### src/rtl/rca_blockserial_add_pkg.sv
// Shared types and constants for the block-serial ripple-carry adder.
//   state_e   : controller states (IDLE / RUN / DONE)
//   DEF_WIDTH : default operand width
//   DEF_BLK   : default slice width
//   cnt_width : width of the block counter for a given block count (min 1)
package rca_blockserial_add_pkg;

  typedef enum logic [1:0] {
    IDLE = 2'd0,
    RUN  = 2'd1,
    DONE = 2'd2
  } state_e;

  localparam int DEF_WIDTH = 80;
  localparam int DEF_BLK   = 16;

  // A single-block adder still needs a 1-bit counter to keep the RTL uniform.
  function automatic int cnt_width(input int nblk);
    return (nblk <= 1) ? 1 : $clog2(nblk);
  endfunction

endpackage

### src/rtl/rca_blockserial_add_if.sv
// Operand/result bus of the block-serial adder.
//   in_valid/in_ready   : operand handshake (A, B, Cin)
//   out_valid/out_ready : result handshake (S, Cout, ovf)
//   busy                : adder is stepping through blocks
//   dbg_state           : controller state, for observation only
// Handshake rule (both channels): a transfer happens on a rising clock edge
// where valid and ready are both high. A source holding valid keeps its data
// stable until that edge; ready may depend combinationally on the other side.
interface rca_blockserial_add_if #(
  parameter int WIDTH = rca_blockserial_add_pkg::DEF_WIDTH
);
  import rca_blockserial_add_pkg::*;

  logic             in_valid;
  logic             in_ready;
  logic [WIDTH-1:0] A;
  logic [WIDTH-1:0] B;
  logic             Cin;
  logic             out_valid;
  logic             out_ready;
  logic [WIDTH-1:0] S;
  logic             Cout;
  logic             ovf;
  logic             busy;
  state_e           dbg_state;

  modport master (
    output in_valid, A, B, Cin, out_ready,
    input  in_ready, out_valid, S, Cout, ovf, busy, dbg_state
  );

  modport slave (
    input  in_valid, A, B, Cin, out_ready,
    output in_ready, out_valid, S, Cout, ovf, busy, dbg_state
  );

endinterface

### src/rtl/rca_blockserial_add_block.sv
// Combinational BLK-bit ripple-carry slice.
//   a, b     : slice operands
//   cin      : carry into bit 0 of the slice
//   s        : slice sum
//   cout     : carry out of the slice MSB
//   c_msb_in : carry into the slice MSB (used for signed overflow)
module rca_blockserial_add_block #(
  parameter int BLK = 16
) (
  input  logic [BLK-1:0] a,
  input  logic [BLK-1:0] b,
  input  logic           cin,
  output logic [BLK-1:0] s,
  output logic           cout,
  output logic           c_msb_in
);

  logic [BLK:0] c;

  assign c[0] = cin;

  for (genvar i = 0; i < BLK; i++) begin : g_bit
    assign c[i+1] = (a[i] & b[i]) | (c[i] & (a[i] ^ b[i]));
  end

  assign s        = a ^ b ^ c[BLK-1:0];
  assign cout     = c[BLK];
  assign c_msb_in = c[BLK-1];

endmodule

### src/rtl/rca_blockserial_add.sv
// Block-serial ripple-carry adder: one BLK-bit slice per clock, carry kept in
// a flop between slices, NBLK = WIDTH/BLK run cycles per operation.
//   clk, rst_n : clock, asynchronous active-low reset
//   bus        : slave side of the operand/result bus (see rca_blockserial_add_if)
// Result S/Cout/ovf is held stable in DONE until out_ready; in DONE a new
// operand set can be accepted on the same edge that the result is taken.
module rca_blockserial_add
  import rca_blockserial_add_pkg::*;
#(
  parameter int WIDTH = DEF_WIDTH,
  parameter int BLK   = DEF_BLK
) (
  input  logic                 clk,
  input  logic                 rst_n,
  rca_blockserial_add_if.slave bus
);

  localparam int NBLK  = (BLK < 1) ? 1 : WIDTH / BLK;
  localparam int CNT_W = cnt_width(NBLK);

  if (BLK < 1) begin : g_bad_blk
    $error("rca_blockserial_add: BLK must be >= 1");
  end else if ((WIDTH % BLK) != 0) begin : g_bad_width
    $error("rca_blockserial_add: WIDTH must be a multiple of BLK");
  end

  state_e             state_q, state_d;
  logic [CNT_W-1:0]   cnt_q, cnt_d;
  logic               carry_q, carry_d;
  logic [WIDTH-1:0]   a_q, a_d;
  logic [WIDTH-1:0]   b_q, b_d;
  logic [WIDTH-1:0]   s_q, s_d;
  logic               cout_q, cout_d;
  logic               ovf_q, ovf_d;
  logic               out_valid_q, out_valid_d;

  logic               in_ready;
  logic [31:0]        blk_base;
  logic [BLK-1:0]     blk_a;
  logic [BLK-1:0]     blk_b;
  logic [BLK-1:0]     blk_s;
  logic               blk_cout;
  logic               blk_c_msb;

  // Operands are taken in IDLE, or in DONE when the result leaves this edge.
  assign in_ready = (state_q == IDLE) || ((state_q == DONE) && bus.out_ready);

  // Single shared slice: the counter selects which block feeds it.
  assign blk_base = 32'(cnt_q) * 32'(BLK);
  assign blk_a    = a_q[blk_base +: BLK];
  assign blk_b    = b_q[blk_base +: BLK];

  rca_blockserial_add_block #(.BLK(BLK)) u_block (
    .a        (blk_a),
    .b        (blk_b),
    .cin      (carry_q),
    .s        (blk_s),
    .cout     (blk_cout),
    .c_msb_in (blk_c_msb)
  );

  always_comb begin
    state_d     = state_q;
    cnt_d       = cnt_q;
    carry_d     = carry_q;
    a_d         = a_q;
    b_d         = b_q;
    s_d         = s_q;
    cout_d      = cout_q;
    ovf_d       = ovf_q;
    out_valid_d = out_valid_q;

    unique case (state_q)
      IDLE: begin
        if (bus.in_valid) begin
          a_d     = bus.A;
          b_d     = bus.B;
          carry_d = bus.Cin;
          cnt_d   = '0;
          state_d = RUN;
        end
      end

      RUN: begin
        s_d[blk_base +: BLK] = blk_s;
        carry_d              = blk_cout;
        cnt_d                = cnt_q + 1'b1;
        if (cnt_q == CNT_W'(NBLK - 1)) begin
          // Last slice holds the word MSB, so its carries give Cout and ovf.
          cout_d      = blk_cout;
          ovf_d       = blk_c_msb ^ blk_cout;
          out_valid_d = 1'b1;
          cnt_d       = '0;
          state_d     = DONE;
        end
      end

      DONE: begin
        if (bus.out_ready) begin
          out_valid_d = 1'b0;
          if (bus.in_valid) begin
            a_d     = bus.A;
            b_d     = bus.B;
            carry_d = bus.Cin;
            cnt_d   = '0;
            state_d = RUN;
          end else begin
            state_d = IDLE;
          end
        end
      end

      default: begin
        out_valid_d = 1'b0;
        state_d     = IDLE;
      end
    endcase
  end

  always_ff @(posedge clk or negedge rst_n) begin
    if (!rst_n) begin
      state_q     <= IDLE;
      cnt_q       <= '0;
      carry_q     <= 1'b0;
      a_q         <= '0;
      b_q         <= '0;
      s_q         <= '0;
      cout_q      <= 1'b0;
      ovf_q       <= 1'b0;
      out_valid_q <= 1'b0;
    end else begin
      state_q     <= state_d;
      cnt_q       <= cnt_d;
      carry_q     <= carry_d;
      a_q         <= a_d;
      b_q         <= b_d;
      s_q         <= s_d;
      cout_q      <= cout_d;
      ovf_q       <= ovf_d;
      out_valid_q <= out_valid_d;
    end
  end

  assign bus.in_ready  = in_ready;
  assign bus.out_valid = out_valid_q;
  assign bus.S         = s_q;
  assign bus.Cout      = cout_q;
  assign bus.ovf       = ovf_q;
  assign bus.busy      = (state_q == RUN);
  assign bus.dbg_state = state_q;

endmodule

### src/flat_wrapper.sv
// flat-port wrapper written by rule: the top's interface ports become plain ports
module rca_blockserial_add_flat import rca_blockserial_add_pkg::*;
#(
  parameter int WIDTH = DEF_WIDTH,
  parameter int BLK   = DEF_BLK
)
  (clk, rst_n, bus_in_valid, bus_A, bus_B, bus_Cin, bus_out_ready, bus_in_ready, bus_out_valid, bus_S, bus_Cout, bus_ovf, bus_busy, bus_dbg_state);
  rca_blockserial_add_if #(.WIDTH(WIDTH)) bus_i ();
  input  logic clk;
  input  logic rst_n;
  input wire logic [$bits(bus_i.in_valid)-1:0] bus_in_valid;
  input wire logic [$bits(bus_i.A)-1:0] bus_A;
  input wire logic [$bits(bus_i.B)-1:0] bus_B;
  input wire logic [$bits(bus_i.Cin)-1:0] bus_Cin;
  input wire logic [$bits(bus_i.out_ready)-1:0] bus_out_ready;
  output wire logic [$bits(bus_i.in_ready)-1:0] bus_in_ready;
  output wire logic [$bits(bus_i.out_valid)-1:0] bus_out_valid;
  output wire logic [$bits(bus_i.S)-1:0] bus_S;
  output wire logic [$bits(bus_i.Cout)-1:0] bus_Cout;
  output wire logic [$bits(bus_i.ovf)-1:0] bus_ovf;
  output wire logic [$bits(bus_i.busy)-1:0] bus_busy;
  output wire logic [$bits(bus_i.dbg_state)-1:0] bus_dbg_state;
  assign bus_i.in_valid = bus_in_valid;
  assign bus_i.A = bus_A;
  assign bus_i.B = bus_B;
  assign bus_i.Cin = bus_Cin;
  assign bus_i.out_ready = bus_out_ready;
  assign bus_in_ready = bus_i.in_ready;
  assign bus_out_valid = bus_i.out_valid;
  assign bus_S = bus_i.S;
  assign bus_Cout = bus_i.Cout;
  assign bus_ovf = bus_i.ovf;
  assign bus_busy = bus_i.busy;
  assign bus_dbg_state = bus_i.dbg_state;
  rca_blockserial_add #(.WIDTH(WIDTH), .BLK(BLK)) u_core (.clk(clk), .rst_n(rst_n), .bus(bus_i));
endmodule
### config.mk
export PLATFORM = sky130hd
export DESIGN_NAME = rca_blockserial_add_flat
export DESIGN_NICKNAME = d
export VERILOG_FILES = /design/src/rtl/rca_blockserial_add_pkg.sv /design/src/rtl/rca_blockserial_add_if.sv /design/src/rtl/rca_blockserial_add_block.sv /design/src/rtl/rca_blockserial_add.sv /design/src/flat_wrapper.sv
export SDC_FILE = /design/constraint.sdc
export NUM_CORES = 1
export LEC_CHECK = 0
export CORE_MARGIN = 2
export CORE_UTILIZATION = 46
export CTS_BUF_LIST = sky130_fd_sc_hd__clkbuf_4 sky130_fd_sc_hd__clkbuf_8
export DETAILED_ROUTE_END_ITERATION = 10
export PLACE_DENSITY = 0.76
export SYNTH_ARGS = -nofsm -noshare
export SYNTH_HDL_FRONTEND = slang
export SYNTH_SLANG_ARGS = --single-unit
### constraint.sdc
create_clock -name clk -period 21.8 [get_ports clk]
set_input_delay 3.27 -clock clk [delete_from_list [all_inputs] [get_ports clk]]
set_output_delay 3.27 -clock clk [all_outputs]
set_load 0.005 [all_outputs]
==> summary.md, run 1 <==
| Metric | Value |
|---|---|
| RSZ-0062 raised after global routing | `no` |
| Syn Inst Count | `848` |
| Distinct cells, synth | `37` |
| Die span in x | `160.9 um` |
| GRT Util Overall | `21.73%` |
| Number of global-route vias before repair | `7902` |
| Core Rows | `57` |
| Sw frac | `between 30% and 40%` |
| Largest net degree at the start of global routing | `128` |
| Sequential area share after synthesis | `55.00%` |
| Area after DPL | `14070 um^2` |
| DP Wirelength | `19.54 mm` |
| CTS tree | `built` |
| Worst setup path endpoint | `u_core.bus.S[31]` |
| Setup Skew | `0.01706 ns` |
| Core box area | `24250 um^2` |
| Comb pwr share | `approximately half` |
| Gpl congestion | `0.7464` |
| Clock Power Share | `17.7%` |
| Arr. time, crit path | `between 9 and 10 ns` |
| First-pass GRT wire length | `44.02 mm` |
| Ratio of cells with drive above 1 in the final layout | `about 27%` |
| F_max | `110.8 MHz` |
| Area grow syn2layout | `32.07%` |
| Port Buffers | `251` |
| Maximum vdd drop | `between 0.00009 and 0.0001 V` |
| FF+latch area | `6236 um^2` |
| Crit Path Category | `reg2reg` |
| Final ANT Viol Nets | `0` |
| Total Wirelength | `~28 mm` |
| Number of buffers created by CTS | `41` |
| Worst reg2reg path depth | `23` |
| Power Dens Cells | `163.9 nW/um^2` |
| Max-slew violations | `0` |
| Vias | `roughly 7500` |
| CP startpoint | `u_core.cnt_q[0]` |
| Fill count | `about 1900` |
| Final Cell Area | `14960 um^2` |
| Switch Pwr | `between 0.0009 and 0.001 W` |
| Final Hold Fails | `0` |
| Dpl cells | `1375` |
| Total Neg Setup Slack | `0 ns` |
| Final Net Count | `1282` |
| Rel. slew slack | `approximately a quarter` |
| Final Non-Filler Cells | `around 1400` |
| Power Internal | `0.001524 W` |
| Die height | `roughly 160 um` |
| Initial Utilization | `between 40% and 50%` |
| Iter 0 DRT Violations | `511` |
| Leakage power | `6.464 nW` |
| Critical Path End Type | `register` |
| Slew @ Worst Pin | `1.125 ns` |
| H-tree levels | `2` |
| Grt ovf | `0` |
| RR Endpoint | `u_core.bus.S[31]` |
| DRC | `0` |
| Vias per cell | `5.156` |
| R2R setup slack | `12.77 ns` |
| Post-CTS setup repair buffer count | `0` |
| Drt wl/cell | `19.22 um` |
| Clk sinks | `~250` |
| CTS resizes | `0` |
| Top FF cell, synth | `dfrtp_1` |
| Syn nets | `1036` |
| Flop pwr share | `33.4%` |
| Quantity of hold-fixing buffers added after cts | `0` |
| Multi-input logic area | `4730 um^2` |
| Number of synthesized register bits | `between 200 and 250` |
| Outcome | `finished, final reports clean` |
| Total die area | `25900 um^2` |
| Finish-stage setup viols | `0` |
| Worst min-delay path category | `reg2reg` |
| Final Critical Period | `9.029 ns` |
| Worst setup SP type | `register` |
| First-pass detailed-route iteration total | `4` |
| Worst R2R Start | `u_core.cnt_q[0]` |
| Max-cap viol count | `0` |
| Worst hold slack | `0.4984 ns` |
| Max clock buf depth | `3` |
| Post-Syn Area | `11330 um^2` |
| Tcrit/Tclk final | `41.42%` |
| Io pins | `252` |
| Post-synth EDFFs | `0` |
| Clk_lat worst skew | `0.54 ns` |
| Asr flop ratio synth | `100.0%` |
| Yosys Warn Count | `0` |
| Required @ worst endpoint | `~22 ns` |
| Power, Total | `0.002452 W` |
| Initial antenna violation count | `1` |
| Synthesized area per cell | `13.36 um^2` |
| CTS root buf | `clkbuf_8` |
| Worst-path fanout max | `40` |
| CTS clk-pin slew, worst paths | `0.06 ns` |
[how the worst min path moves through the flow]
| stage | from | cells past startpoint | endpoint | slack, ns |
|---|---|---|---|---|
| after CTS | u_core.bus.S[32] | 1 | u_core.bus.S[32] | 0.50 |
| after global placement | u_core.bus.S[14] | 1 | u_core.bus.S[14] | 0.48 |
| after global routing | u_core.b_q[39] | 1 | u_core.b_q[39] | 0.52 |
| final | u_core.bus.S[15] | 1 | u_core.bus.S[15] | 0.50 |
| after detailed placement | u_core.bus.S[15] | 1 | u_core.bus.S[15] | 0.49 |
| after floorplan | u_core.bus.ovf | 2 | u_core.bus.ovf | 0.47 |
[stage by stage]
step | util [%] | setup slack (ns)
floorplan | - | 13.71
global placement | 58.03 | 12.86
detailed placement | 58.03 | 12.77
CTS | 61.68 | 12.74
global route | 61.68 | 12.42
finish | 61.70 | 12.77
[worst max-delay path, cell delays in order (launching register included)]
cell and delay [ns]:
dfrtp_4 0.81, nor2b_4 0.81, o2bb2ai_1 0.18, a21oi_1 0.11, fa_1 0.45, fa_1 0.41
fa_1 0.40, fa_1 0.40, fa_1 0.41, fa_1 0.42, fa_1 0.40, fa_1 0.41
fa_1 0.41, fa_1 0.41, fa_1 0.41, fa_1 0.40, fa_1 0.41, fa_1 0.37
inv_1 0.10, fa_1 0.25, fa_1 0.46, inv_1 0.11, nor2_1 0.05, mux2_2 0.29
[synth_stat cells (4+ instances only)]
cell type | instances | area [um^2]
mux2_2 | 214 | 2410
nand2_1 | 8 | 30.03
fa_1 | 16 | 320.3
nand2b_1 | 6 | 37.54
inv_1 | 36 | 135.1
clkbuf_1 | 34 | 127.6
buf_1 | 4 | 15.01
ha_1 | 7 | 87.58
a21oi_1 | 29 | 145.1
o2bb2ai_1 | 28 | 245.2
buf_2 | 13 | 65.06
dfrtp_1 | 249 | 6231
mux2i_1 | 87 | 870.8
nor2_1 | 77 | 289.0
[kinds of logic (layout without fill, tap and decap cells)]
group | after synthesis | in the layout | share of synthesized area, %
other cells | 0 | 2 | 0
compound gates | 73 | 73 | 4.462
flops | 249 | 249 | 55.00
simple gates | 107 | 107 | 4.142
fa+ha+maj | 23 | 23 | 3.601
mux | 304 | 304 | 29.36
xor+xnor | 1 | 1 | 0.07733
buf+inv | 91 | 366 | 3.358
[cells in the final DEF, fill, tap and decap left out, types with 2 or more instances in the layout]
| cell type | synthesis | routed |
|---|---|---|
| clkdlybuf4s50_1 | 0 | 250 |
| dfrtp_1 | 249 | 247 |
| mux2_2 | 214 | 214 |
| mux2i_1 | 87 | 87 |
| nor2_1 | 77 | 77 |
| clkbuf_8 | 0 | 53 |
| inv_1 | 36 | 36 |
| a21oi_1 | 29 | 29 |
| o2bb2ai_1 | 28 | 28 |
| fa_1 | 16 | 16 |
| clkbuf_4 | 0 | 13 |
| nand2_1 | 8 | 8 |
| ha_1 | 7 | 7 |
| buf_4 | 0 | 6 |
| nand2b_1 | 6 | 5 |
| clkinv_2 | 0 | 4 |
| a22oi_1 | 3 | 3 |
| o22ai_1 | 3 | 3 |
| nand4_1 | 3 | 3 |
| o21ai_0 | 3 | 3 |
| diode_2 | 0 | 2 |
| o31ai_1 | 2 | 2 |
| nor2b_1 | 3 | 2 |
| or3b_2 | 2 | 2 |
| nand3b_1 | 2 | 2 |
| nor3_1 | 2 | 2 |
| mux2_1 | 2 | 2 |
[power by group through the flow]
stage	combinational (W)	sequential, W	clock [W]
after floorplan	0.000781	0.000776	0
after global placement	0.00118	0.000817	0
after detailed placement	0.00121	0.000825	0
after CTS	0.00122	0.000819	0.000444
after global routing	0.00133	0.000846	0.000463
final	0.00120	0.000818	0.000433
[registers in the layout, indices dropped and copies added, names as in the netlist]
name	cells
u_core.bus.S	80
u_core.bus.Cout	1
u_core.bus.dbg_state	2
u_core.cnt_q	3
u_core.a_q	80
u_core.bus.ovf	1
u_core.bus.out_valid	1
u_core.b_q	80
u_core.carry_q	1
[per-layer routing]
layer  track usage, %  vias up  share of wire, %
li1                 -     3469                 -
met1            30.64     3725                46
met2            34.90      234                47
met3            4.210       43               5.7
met4            5.519        0               1.7
met5                0        -                 0
[final cells by class]
class / count / area share, %
Tap cell: 324 / 2.709
Timing Repair Buffer: 257 / 17.13
Clock inverter: 6 / 0.3847
Clock buffer: 66 / 5.528
Antenna cell: 2 / 0.03345
Inverter: 37 / 0.9283
Sequential cell: 249 / 41.68
Multi-Input combinational cell: 508 / 31.61
No activity file was read; power rests on OpenSTA's default activity.
==> inputs of run 2 (changes only) <==
--- a/config.mk
+++ b/config.mk
@@ -9,7 +9,7 @@
 export CORE_UTILIZATION = 46
 export CTS_BUF_LIST = sky130_fd_sc_hd__clkbuf_4 sky130_fd_sc_hd__clkbuf_8
 export DETAILED_ROUTE_END_ITERATION = 10
-export PLACE_DENSITY = 0.76
+export PLACE_DENSITY = 0.79
 export SYNTH_ARGS = -nofsm -noshare
 export SYNTH_HDL_FRONTEND = slang
 export SYNTH_SLANG_ARGS = --single-unit
==> constraint.sdc (replaced) <==
create_clock -name clk -period 7.9 [get_ports clk]
set_input_delay 1.185 -clock clk [delete_from_list [all_inputs] [get_ports clk]]
set_output_delay 1.185 -clock clk [all_outputs]
set_load 0.005 [all_outputs]
==> summary.md, run 2 (same netlist as run 1, synthesis figures left out) <==
| Metric | Value |
|---|---|
| Final Hold Fails | `0` |
| H-tree levels | `2` |
| Outcome | `finished, final reports clean` |
| Grt ovf | `0` |
| Inserted Diodes | `0` |
| Met3 WL post-DR | `1.611 mm` |
| Final Net Count | `1293` |
| Port Buffers | `251` |
| Util after Layout | `62.18%` |
| Clk_lat worst skew | `0.54 ns` |
| Most frequent CP cell | `fa_1` |
| Setup Skew | `about 0.024 ns` |
| Crit Path Category | `reg2reg` |
| DP Wirelength | `20.39 mm` |
| Area grow syn2layout | `33.10%` |
| Number of global-route vias before repair | `7778` |
| Leakage power | `6.527 nW` |
| Total die area | `between 20000 and 30000 um^2` |
| GRT Util Overall | `21.76%` |
| Final Non-Filler Cells | `1459` |
| Commonest non-fill, non-tap cell in the layout | `clkdlybuf4s50_1` |
| First-pass GRT wire length | `43.70 mm` |
| Largest net degree at the start of global routing | `108` |
| Core box area | `24250 um^2` |
| M1 wire length | `12.53 mm` |
| Drt wl/cell | `19.16 um` |
| Total Wirelength | `27.96 mm` |
| Initial antenna violation count | `1` |
| Core Rows | `57` |
| Arr. time, crit path | `8.09 ns` |
| Worst min-delay path category | `reg2reg` |
| Max-slew violations | `0` |
| WL met2 | `13.39 mm` |
| Max clock buf depth | `3` |
| Max-cap viol count | `0` |
| Worst setup SP type | `register` |
| CTS clk-pin slew, worst paths | `approximately 0.060 ns` |
| Crit-path slowest cell | `dfrtp_2` |
| Vias | `7599` |
| Clk sinks | `249` |
| Finish-stage setup viols | `0` |
| Required @ worst endpoint | `8.31 ns` |
| Post-CTS setup repair buffer count | `0` |
| Worst reg2reg path depth | `23` |
| Tcrit/Tclk final | `97.16%` |
| DRC | `0` |
| Final Critical Period | `7.675 ns` |
| Power, Total | `approximately 0.0069 W` |
| Worst-path fanout max | `7` |
| F_max | `about 130 MHz` |
| Maximum vdd drop | `approximately 0.00024 V` |
| Worst hold slack | `0.4926 ns` |
| Power Dens Cells | `459.0 nW/um^2` |
| Initial Utilization | `46.72%` |
| WHS Path Cells | `1` |
| Die span in x | `around 160 um` |
| First-pass detailed-route iteration total | `5` |
| Number of buffers created by CTS | `41` |
| RSZ-0062 raised after global routing | `no` |
| Most frequent cells in the layout | `250 x clkdlybuf4s50_1, 247 x dfrtp_1, 214 x mux2_2, 87 x mux2i_1, 77 x nor2_1` |
| Gpl congestion | `0.8214` |
| Slew @ Worst Pin | `1.117 ns` |
| CP cell instances | `nor2b_4, o2bb2ai_1, a21oi_1, fa_1, fa_1, fa_1, fa_1, fa_2, fa_1, fa_1, fa_1, fa_2, fa_2, fa_1, fa_2, fa_2, fa_1, inv_1, fa_2, fa_1, inv_1, nor2_1, mux2_2` |
| Rel. slew slack | `25.53%` |
| Io pins | `about 250` |
| Final ANT Viol Nets | `0` |
| Crit path largest cell delay | `0.48 ns` |
| Die height | `160.9 um` |
| CTS root buf | `clkbuf_8` |
| Iter 0 DRT Violations | `roughly 430` |
| Dpl cells | `1386` |
| Fill count | `1907` |
| Top Layer Used | `met5` |
| Vias per cell | `5.208` |
| Quantity of hold-fixing buffers added after cts | `0` |
| Critical Path End Type | `register` |
| CTS tree | `built` |
| Ratio of cells with drive above 1 in the final layout | `28.37%` |
[run 2: cell count changes in the layout (fill, tap and decap cells not counted)]
cell / before / now
clkbuf_8: 53 / 54
diode_2: 2 / 0
clkbuf_4: 13 / 15
clkinv_2: 4 / 2
buf_4: 6 / 17
fa_2: 0 / 6
nand2b_4: 0 / 1
nand2b_2: 1 / 0
fa_1: 16 / 10
[run 2: worst max-delay path: cells and delay by family, from the launching register on]
kind                     cells  cell delay [ns]
buffers and inverters        2             0.20
adder cells (fa/ha/maj)     16             6.10
flip-flops                   1             0.48
multiplexers                 1             0.28
AO/OA/AOI/OAI                2             0.23
AND/OR/NAND/NOR              2             0.22
[run 2: through the flow]
stage | area (um^2) | setup TNS (ns) | setup WS, ns
6_report | 15080 | 0 | 0.2246
5_1_grt | 15080 | 0 | 0.05871
4_1_cts | 15070 | 0 | 0.004145
3_5_place_dp | 14150 | -0.1515 | -0.05771
3_3_place_gp | 14150 | 0 | 0.06106
2_1_floorplan | 11330 | 0 | 0.01192
[run 2: where the power goes]
part / switching [W] / internal (W) / total, W
clock network: 0.000501 / 0.000712 / 0.00121
registers: 0.000345 / 0.00188 / 0.00223
logic: 0.00177 / 0.00171 / 0.00348
total: 0.00262 / 0.00430 / 0.00692
[run 2: per-layer routing]
metal / vias to the layer above / track usage, %
met4: 2 / 5.195
met2: 235 / 35.10
met5: - / 0
li1: 3485 / -
met3: 37 / 4.520
met1: 3840 / 30.46
[run 2: worst paths after layout]
path | from | endpoint | slack, ns
worst max-delay path | u_core.cnt_q[2] | u_core.bus.S[63] | 0.22
max in group asynchronous | rst_n | u_core.a_q[68] | 5.67
worst min register to register | u_core.bus.S[14] | u_core.bus.S[14] | 0.49
worst max register to register | u_core.cnt_q[2] | u_core.bus.S[63] | 0.22
worst min-delay path | u_core.bus.S[14] | u_core.bus.S[14] | 0.49
min in group asynchronous | rst_n | u_core.bus.S[8] | 0.72
[run 2: final cells by class]
type | count | area [um^2] | area share (%)
clock buffers | 69 | 855.8 | 5.676
clock inverters | 4 | 47.55 | 0.3153
inverters | 37 | 138.9 | 0.9211
multi-input cells | 508 | 4750 | 31.50
flip-flops and latches | 249 | 6236 | 41.36
well taps | 324 | 405.4 | 2.689
repair buffers | 268 | 2645 | 17.54
[run 2: repair_timing]
| item | 4_1_cts | 5_1_grt |
|---|---|---|
| endpoints found under the hold margin | 0 | 0 |
| pin swaps | 0 | 1 |
| gates cloned | 0 | 0 |
| resized for setup | 2 | 5 |
| endpoints found under the setup margin | 3 | 4 |
==> inputs of run 3 (changes only) <==
--- a/config.mk
+++ b/config.mk
@@ -5,10 +5,12 @@
 export SDC_FILE = /design/constraint.sdc
 export NUM_CORES = 1
 export LEC_CHECK = 0
+export CAP_MARGIN = 10
 export CORE_MARGIN = 2
 export CORE_UTILIZATION = 46
 export CTS_BUF_LIST = sky130_fd_sc_hd__clkbuf_4 sky130_fd_sc_hd__clkbuf_8
 export DETAILED_ROUTE_END_ITERATION = 10
+export GPL_ROUTABILITY_DRIVEN = 0
 export PLACE_DENSITY = 0.79
 export SYNTH_ARGS = -nofsm -noshare
 export SYNTH_HDL_FRONTEND = slang
==> results of run 3 <==
The final DEF is identical to that of run 2; final timing and power are the same.
